**config.mk**
```make
export PLATFORM = sky130hd
export DESIGN_NAME = div_sched_flat
export DESIGN_NICKNAME = d
export VERILOG_FILES = /design/src/rtl/div_sched_if.sv /design/src/rtl/div_sched.sv /design/src/flat_wrapper.sv
export SDC_FILE = /design/constraint.sdc
export NUM_CORES = 1
export LEC_CHECK = 0
export CAP_MARGIN = 20
export CORE_MARGIN = 3
export CORE_UTILIZATION = 35
export CTS_CLUSTER_DIAMETER = 120
export CTS_CLUSTER_SIZE = 8
export DETAILED_ROUTE_END_ITERATION = 8
export GPL_ROUTABILITY_DRIVEN = 1
export PLACE_DENSITY = 0.84
export SYNTH_ARGS = -nofsm -noshare
export SYNTH_HDL_FRONTEND = slang
export SYNTH_SLANG_ARGS = --single-unit
```
**constraint.sdc**
```tcl
create_clock -name clk -period 1.9 [get_ports clk]
set_clock_uncertainty 0.1 [all_clocks]
set_input_delay 0.38 -clock clk [delete_from_list [all_inputs] [get_ports clk]]
set_output_delay 0.38 -clock clk [all_outputs]
set_load 0.005 [all_outputs]
```
**src/rtl/div_sched_if.sv**
```systemverilog
// Bundle between EXE, div_sched and the two divider IPs.
// Modport master is the div_sched side; slave is the EXE/IP side.
`timescale 1ns/1ps
interface div_sched_if #(
  parameter int DW = 32
);
  logic            req_valid;
  logic [3:0]      req_op;
  logic [DW-1:0]   req_src1;
  logic [DW-1:0]   req_src2;
  logic            req_ready;
  logic            resp_valid;
  logic [DW-1:0]   resp_data;
  logic            resp_ready;
  logic            flush;
  logic            s_tvalid;
  logic            s_tready_s;
  logic            s_tready_u;
  logic            s_sel_u;
  logic [DW-1:0]   s_divisor;
  logic [DW-1:0]   s_dividend;
  logic            dout_valid_s;
  logic            dout_valid_u;
  logic [2*DW-1:0] dout_data_s;
  logic [2*DW-1:0] dout_data_u;

  modport master (
    input  req_valid, req_op, req_src1, req_src2, resp_ready, flush,
           s_tready_s, s_tready_u, dout_valid_s, dout_valid_u, dout_data_s, dout_data_u,
    output req_ready, resp_valid, resp_data, s_tvalid, s_sel_u, s_divisor, s_dividend
  );

  modport slave (
    output req_valid, req_op, req_src1, req_src2, resp_ready, flush,
           s_tready_s, s_tready_u, dout_valid_s, dout_valid_u, dout_data_s, dout_data_u,
    input  req_ready, resp_valid, resp_data, s_tvalid, s_sel_u, s_divisor, s_dividend
  );
endinterface

```
**src/rtl/div_sched.sv**
```systemverilog
// Single-op sequencer in front of the signed/unsigned divider IPs, with flush draining.
// Optional macro DIV_ZERO_FAST_EN: divide-by-zero answered locally without the IP.
`timescale 1ns/1ps
module div_sched #(
  parameter int DW        = 32,
  parameter int QUIET_CYC = 40,
  parameter int QW        = 6
) (
  input  logic       clk,
  input  logic       resetn,
  div_sched_if.master bus
);

  typedef enum logic [2:0] {QUIET, IDLE, ISSUE, WAIT, RESP, DRAIN} state_t;

  state_t         state;
  logic [QW-1:0]  quiet_cnt;
  logic           is_mod;
  logic           op_onehot;
  logic           accept;
  logic           tready_sel;
  logic           dv_sel;
  logic           hs;
  logic [DW-1:0]  res_field;

  always_comb begin
    op_onehot  = (bus.req_op != '0) && ((bus.req_op & (bus.req_op - 4'd1)) == '0);
    accept     = bus.req_valid && !bus.flush && op_onehot;
    tready_sel = bus.s_sel_u ? bus.s_tready_u : bus.s_tready_s;
    dv_sel     = bus.s_sel_u ? bus.dout_valid_u : bus.dout_valid_s;
    hs         = bus.s_tvalid && tready_sel;
    if (bus.s_sel_u)
      res_field = is_mod ? bus.dout_data_u[DW-1:0] : bus.dout_data_u[2*DW-1:DW];
    else
      res_field = is_mod ? bus.dout_data_s[DW-1:0] : bus.dout_data_s[2*DW-1:DW];
  end

  always_ff @(posedge clk or negedge resetn) begin
    if (!resetn) begin
      state          <= QUIET;
      quiet_cnt      <= '0;
      is_mod         <= 1'b0;
      bus.req_ready  <= 1'b0;
      bus.resp_valid <= 1'b0;
      bus.resp_data  <= '0;
      bus.s_tvalid   <= 1'b0;
      bus.s_sel_u    <= 1'b0;
      bus.s_divisor  <= '0;
      bus.s_dividend <= '0;
    end else begin
      unique case (state)
        // IP has no reset: outputs are ignored until any pre-reset op has surely drained
        QUIET: begin
          if (quiet_cnt == QW'(QUIET_CYC - 1)) begin
            state         <= IDLE;
            bus.req_ready <= 1'b1;
          end else begin
            quiet_cnt <= quiet_cnt + QW'(1);
          end
        end
        IDLE: begin
          if (accept) begin
            bus.req_ready <= 1'b0;
`ifdef DIV_ZERO_FAST_EN
            if (bus.req_src2 == '0) begin
              bus.resp_data  <= (bus.req_op[2] | bus.req_op[0]) ? bus.req_src1 : '1;
              bus.resp_valid <= 1'b1;
              state          <= RESP;
            end else begin
`endif
              is_mod         <= bus.req_op[2] | bus.req_op[0];
              bus.s_sel_u    <= |bus.req_op[1:0];
              bus.s_divisor  <= bus.req_src2;
              bus.s_dividend <= bus.req_src1;
              bus.s_tvalid   <= 1'b1;
              state          <= ISSUE;
`ifdef DIV_ZERO_FAST_EN
            end
`endif
          end
        end
        ISSUE: begin
          if (hs) begin
            bus.s_tvalid <= 1'b0;
            state        <= bus.flush ? DRAIN : WAIT;
          end else if (bus.flush) begin
            bus.s_tvalid  <= 1'b0;
            bus.req_ready <= 1'b1;
            state         <= IDLE;
          end
        end
        WAIT: begin
          if (bus.flush) begin
            if (dv_sel) begin
              bus.req_ready <= 1'b1;
              state         <= IDLE;
            end else begin
              state <= DRAIN;
            end
          end else if (dv_sel) begin
            bus.resp_data  <= res_field;
            bus.resp_valid <= 1'b1;
            state          <= RESP;
          end
        end
        RESP: begin
          if (bus.flush || bus.resp_ready) begin
            bus.resp_valid <= 1'b0;
            bus.req_ready  <= 1'b1;
            state          <= IDLE;
          end
        end
        DRAIN: begin
          if (dv_sel) begin
            bus.req_ready <= 1'b1;
            state         <= IDLE;
          end
        end
        default: state <= QUIET;
      endcase
    end
  end

endmodule

```
**src/flat_wrapper.sv**
```systemverilog
// flat-port wrapper written by rule: the top's interface ports become plain ports
module div_sched_flat 
#(
  parameter int DW        = 32,
  parameter int QUIET_CYC = 40,
  parameter int QW        = 6
)
  (clk, resetn, bus_req_valid, bus_req_op, bus_req_src1, bus_req_src2, bus_resp_ready, bus_flush, bus_s_tready_s, bus_s_tready_u, bus_dout_valid_s, bus_dout_valid_u, bus_dout_data_s, bus_dout_data_u, bus_req_ready, bus_resp_valid, bus_resp_data, bus_s_tvalid, bus_s_sel_u, bus_s_divisor, bus_s_dividend);
  div_sched_if #(.DW(DW)) bus_i ();
  input  logic clk;
  input  logic resetn;
  input wire logic [$bits(bus_i.req_valid)-1:0] bus_req_valid;
  input wire logic [$bits(bus_i.req_op)-1:0] bus_req_op;
  input wire logic [$bits(bus_i.req_src1)-1:0] bus_req_src1;
  input wire logic [$bits(bus_i.req_src2)-1:0] bus_req_src2;
  input wire logic [$bits(bus_i.resp_ready)-1:0] bus_resp_ready;
  input wire logic [$bits(bus_i.flush)-1:0] bus_flush;
  input wire logic [$bits(bus_i.s_tready_s)-1:0] bus_s_tready_s;
  input wire logic [$bits(bus_i.s_tready_u)-1:0] bus_s_tready_u;
  input wire logic [$bits(bus_i.dout_valid_s)-1:0] bus_dout_valid_s;
  input wire logic [$bits(bus_i.dout_valid_u)-1:0] bus_dout_valid_u;
  input wire logic [$bits(bus_i.dout_data_s)-1:0] bus_dout_data_s;
  input wire logic [$bits(bus_i.dout_data_u)-1:0] bus_dout_data_u;
  output wire logic [$bits(bus_i.req_ready)-1:0] bus_req_ready;
  output wire logic [$bits(bus_i.resp_valid)-1:0] bus_resp_valid;
  output wire logic [$bits(bus_i.resp_data)-1:0] bus_resp_data;
  output wire logic [$bits(bus_i.s_tvalid)-1:0] bus_s_tvalid;
  output wire logic [$bits(bus_i.s_sel_u)-1:0] bus_s_sel_u;
  output wire logic [$bits(bus_i.s_divisor)-1:0] bus_s_divisor;
  output wire logic [$bits(bus_i.s_dividend)-1:0] bus_s_dividend;
  assign bus_i.req_valid = bus_req_valid;
  assign bus_i.req_op = bus_req_op;
  assign bus_i.req_src1 = bus_req_src1;
  assign bus_i.req_src2 = bus_req_src2;
  assign bus_i.resp_ready = bus_resp_ready;
  assign bus_i.flush = bus_flush;
  assign bus_i.s_tready_s = bus_s_tready_s;
  assign bus_i.s_tready_u = bus_s_tready_u;
  assign bus_i.dout_valid_s = bus_dout_valid_s;
  assign bus_i.dout_valid_u = bus_dout_valid_u;
  assign bus_i.dout_data_s = bus_dout_data_s;
  assign bus_i.dout_data_u = bus_dout_data_u;
  assign bus_req_ready = bus_i.req_ready;
  assign bus_resp_valid = bus_i.resp_valid;
  assign bus_resp_data = bus_i.resp_data;
  assign bus_s_tvalid = bus_i.s_tvalid;
  assign bus_s_sel_u = bus_i.s_sel_u;
  assign bus_s_divisor = bus_i.s_divisor;
  assign bus_s_dividend = bus_i.s_dividend;
  div_sched #(.DW(DW), .QUIET_CYC(QUIET_CYC), .QW(QW)) u_core (.clk(clk), .resetn(resetn), .bus(bus_i));
endmodule
```
==> results.json <==
{
  "grt-ovfl-total": 0,
  "async_flop_share_pct": 100,
  "crit_slowest_cell": "sky130_fd_sc_hd__or4b_4",
  "cap_viol_max_count": 0,
  "synth_edf_count": 0,
  "clk_pin_slew_worst_paths_ns": 0.07,
  "synth.ff_latch_count": 110,
  "antenna_violations_before_repair": 1,
  "grt_max_degree": 111,
  "max_slew.worst_pin.slew_ns": 0.594,
  "finish.net_count": 872,
  "wl_per_cell_um": 18.9,
  "dr_wl_met3_mm": 1.47,
  "min_from": "bus_req_op[2]",
  "slew_headroom_pct": 60.4,
  "global_placement_routability_congestion": 0.824,
  "worst_hold_path.num_cells": 4,
  "power.static_leakage_nw": 3.97,
  "timing_max_transition_violations_final": 0,
  "detail_route.vias_per_cell": 4.82,
  "finalHoldViolCount": 0,
  "min_period_over_period_pct": 102,
  "drt_drc_violations_left": 0,
  "chain_of_cells_forming_the_critical_path": "buf_6, or4b_4, o311ai_4, and3_4, buf_12, buf_16, mux2_4",
  "grt_setup_unrepaired": "true",
  "layout-drive-gt1-share_pct": 30.6,
  "cp_top_family": "simple AND/OR/NAND/NOR gates",
  "synth.avg_cell_area_um2": 16.6,
  "power_density_mw_per_mm2": 1350,
  "area.growth.synth_to_final_pct": 71.8,
  "status": "finished, violations left",
  "fillers": 1129,
  "worst_r2r_endpoint": "u_core.bus.req_ready",
  "synth_most_common_cell": "sky130_fd_sc_hd__dfrtp_1",
  "post_layout_util_pct": 61.6,
  "worst_slack_ns": -0.0326,
  "violated_checks": "setup timing",
  "io_buffer_count": 304,
  "min_to": "u_core.is_mod",
  "synth_top_flop_cell": "sky130_fd_sc_hd__dfrtp_1",
  "timing.critical_path.arrival_ns": 2.06,
  "place_hpwl_mm": 12.9,
  "detail_route.first_pass.iterations": 6,
  "dr.max_layer_used": "met4",
  "totalPowerFinal_mw": 12.7,
  "drt_iter0_drc": 107,
  "die_x_um": 131,
  "synth.yosys.warnings": 0,
  "setup_tns_ns": -0.424,
  "clkLatencyLatePin_ns": 0.35,
  "cts-htree-levels": 3,
  "timing.critical_path.to_type": "flop",
  "synthTopCellsByArea": "sky130_fd_sc_hd__dfrtp_1, sky130_fd_sc_hd__mux2_4, sky130_fd_sc_hd__mux4_2",
  "maximum_fanout_count_along_the_critical_path": 8,
  "reg2regPathDepth": 5,
  "worstPathRequired_ns": 2.03,
  "numCtsBuffers": 9,
  "dr_wl_met2_mm": 8.76,
  "cp-start-kind": "input pin",
  "critical_path.max_stage_delay_ns": 0.54,
  "cts.sinks": 110,
  "antenna_left": 0,
  "floorplan.initialDensity_pct": 35.9,
  "grt_first_pass_wirelength_mm": 24.8,
  "dpl-instance-area_mm2": 0.00888,
  "synthTopCellsByCount": "sky130_fd_sc_hd__dfrtp_1, sky130_fd_sc_hd__mux2_4, sky130_fd_sc_hd__mux2_2, sky130_fd_sc_hd__mux4_2, sky130_fd_sc_hd__nand2_1",
  "synth-seq-area-share_pct": 50.3,
  "min_path_type": "in2reg",
  "crit-reg2reg-launch": "u_core.quiet_cnt[0]",
  "dr_total_vias": 4253,
  "worst_ir_drop_vdd_mv": 0.544,
  "cts_root_buf": "sky130_fd_sc_hd__clkbuf_16",
  "synthDominantCellAreaShare_pct": 50.3,
  "std_cell_rows": 45,
  "floorplan.die_area_mm2": 0.0172,
  "ys_types": 36,
  "cts.path.max_buffers": 2,
  "path_buf_inv": 3,
  "final_design_area_no_fill_mm2": 0.00940,
  "syn_area_mm2": 0.00547,
  "ff2ff_setup_slack_ns": -0.02,
  "routed_wl_mm": 16.7,
  "maxClockFrequency_mhz": 517,
  "via_count_of_the_first_global_routing_pass": 4770,
  "num_io_pins": 305,
  "synth.net_count": 535,
  "number_of_standard_cells_after_synthesis": 329,
  "cts_tree": "done",
  "die_h_um": 131,
  "worstSetupPathType": "in2reg",
  "wl_met1_mm": 6.05,
  "fin_crit_ns": 1.93,
  "placed_cells": 856,
  "synth.largest_area_cell": "sky130_fd_sc_hd__dfrtp_1",
  "groute.usage.overall_pct": 18.7,
  "timing.final.setup_violations": 17,
  "final-instance-count-excl-fill": 883,
  "design.core.area_mm2": 0.0153
}
power by group:
group	total (mW)	internal (mW)	switching (mW)	leakage, nW
registers	4.31	3.52	0.783	1.37
logic	6.53	4.57	1.96	2.46
clock network	1.90	1.07	0.839	0.139
placed cells by master, fill, tap and decap left out, types with 4 or more instances in the layout:
cell type,count
sky130_fd_sc_hd__mux4_2,32
sky130_fd_sc_hd__clkbuf_16,9
sky130_fd_sc_hd__xnor2_1,5
sky130_fd_sc_hd__mux2_2,32
sky130_fd_sc_hd__o31ai_1,4
sky130_fd_sc_hd__nand2_1,8
sky130_fd_sc_hd__buf_6,6
sky130_fd_sc_hd__nand2b_1,4
sky130_fd_sc_hd__clkdlybuf4s50_1,299
sky130_fd_sc_hd__mux2_4,65
sky130_fd_sc_hd__buf_4,31
sky130_fd_sc_hd__o21ai_0,6
sky130_fd_sc_hd__nor2_1,5
sky130_fd_sc_hd__dfrtp_1,108
sky130_fd_sc_hd__buf_12,6
through the flow:
step	setup slack [ns]	hold WS, ns
global route	-0.0629	0.318
detailed placement	-0.749	0.364
floorplan	-0.158	-0.0156
CTS	-0.0192	0.0267
global placement	-0.703	0.360
finish	-0.0326	0.294
how the worst max path moves through the flow:
| stage | start | to | slack (ns) | cells past startpoint |
|---|---|---|---|---|
| 6_report | bus_req_op[2] | u_core.bus.s_dividend[28] | -0.03 | 7 |
| 5_1_grt | u_core.quiet_cnt[0] | u_core.bus.req_ready | -0.06 | 5 |
| 4_1_cts | bus_req_op[2] | u_core.bus.s_dividend[21] | -0.02 | 7 |
| 3_5_place_dp | bus_req_op[3] | u_core.bus.s_dividend[28] | -0.75 | 6 |
| 3_3_place_gp | bus_req_op[0] | u_core.bus.s_dividend[13] | -0.70 | 6 |
| 2_1_floorplan | bus_req_op[1] | u_core.bus.s_dividend[0] | -0.16 | 6 |
cell type report:
cell class / instances / area, um^2 / area share, %
clock inverter: 4 / 53.8 / 0.572
clock buffer: 12 / 246 / 2.62
antenna: 1 / 2.50 / 0.0266
multi-input combinational: 195 / 2550 / 27.2
tap: 211 / 264 / 2.81
timing repair buffer: 348 / 3520 / 37.4
sequential: 110 / 2760 / 29.3
inverter: 2 / 7.51 / 0.0798
tightest hold or removal path: stages:
cell and delay [ns]:
sky130_fd_sc_hd__buf_6 0.08, sky130_fd_sc_hd__buf_4 0.10, sky130_fd_sc_hd__nor2_1 0.04, sky130_fd_sc_hd__a21oi_1 0.10
cells by family (layout without fill, tap and decap cells):
group	count (synthesis)	in the layout	share of synthesized area, %
AND/OR/NAND/NOR	31	31	3.11
other	0	1	0
XOR/XNOR	6	6	0.960
flip-flops	110	110	50.3
buffers and inverters	24	366	4.07
multiplexers	132	132	38.1
adder cells (fa/ha/maj)	1	1	0.229
AO/OA/AOI/OAI	25	25	3.20
registers in the layout, summed over array words and instances (netlist names):
name                   count
u_core.bus.s_sel_u         1
u_core.bus.resp_data      32
u_core.bus.s_divisor      32
u_core.state               3
u_core.bus.req_ready       1
u_core.is_mod              1
u_core.bus.s_dividend     32
u_core.quiet_cnt           6
u_core.bus.s_tvalid        1
u_core.bus.resp_valid      1
per-layer routing:
| metal | global-route usage, % | vias to the layer above |
|---|---|---|
| met5 | 0 | - |
| met4 | 7.02 | 0 |
| met3 | 5.37 | 23 |
| met2 | 34.6 | 220 |
| met1 | 20.2 | 2103 |
| li1 | - | 1907 |
what timing repair did:
item	in CTS	in global routing
resized for setup	30	8
endpoints found under the hold margin	0	4
endpoints found under the setup margin	70	71
pin swaps	6	2
hold buffers	0	1
gates cloned	3	0
buffers inserted	8	0
No activity file was read; power rests on OpenSTA's default activity.
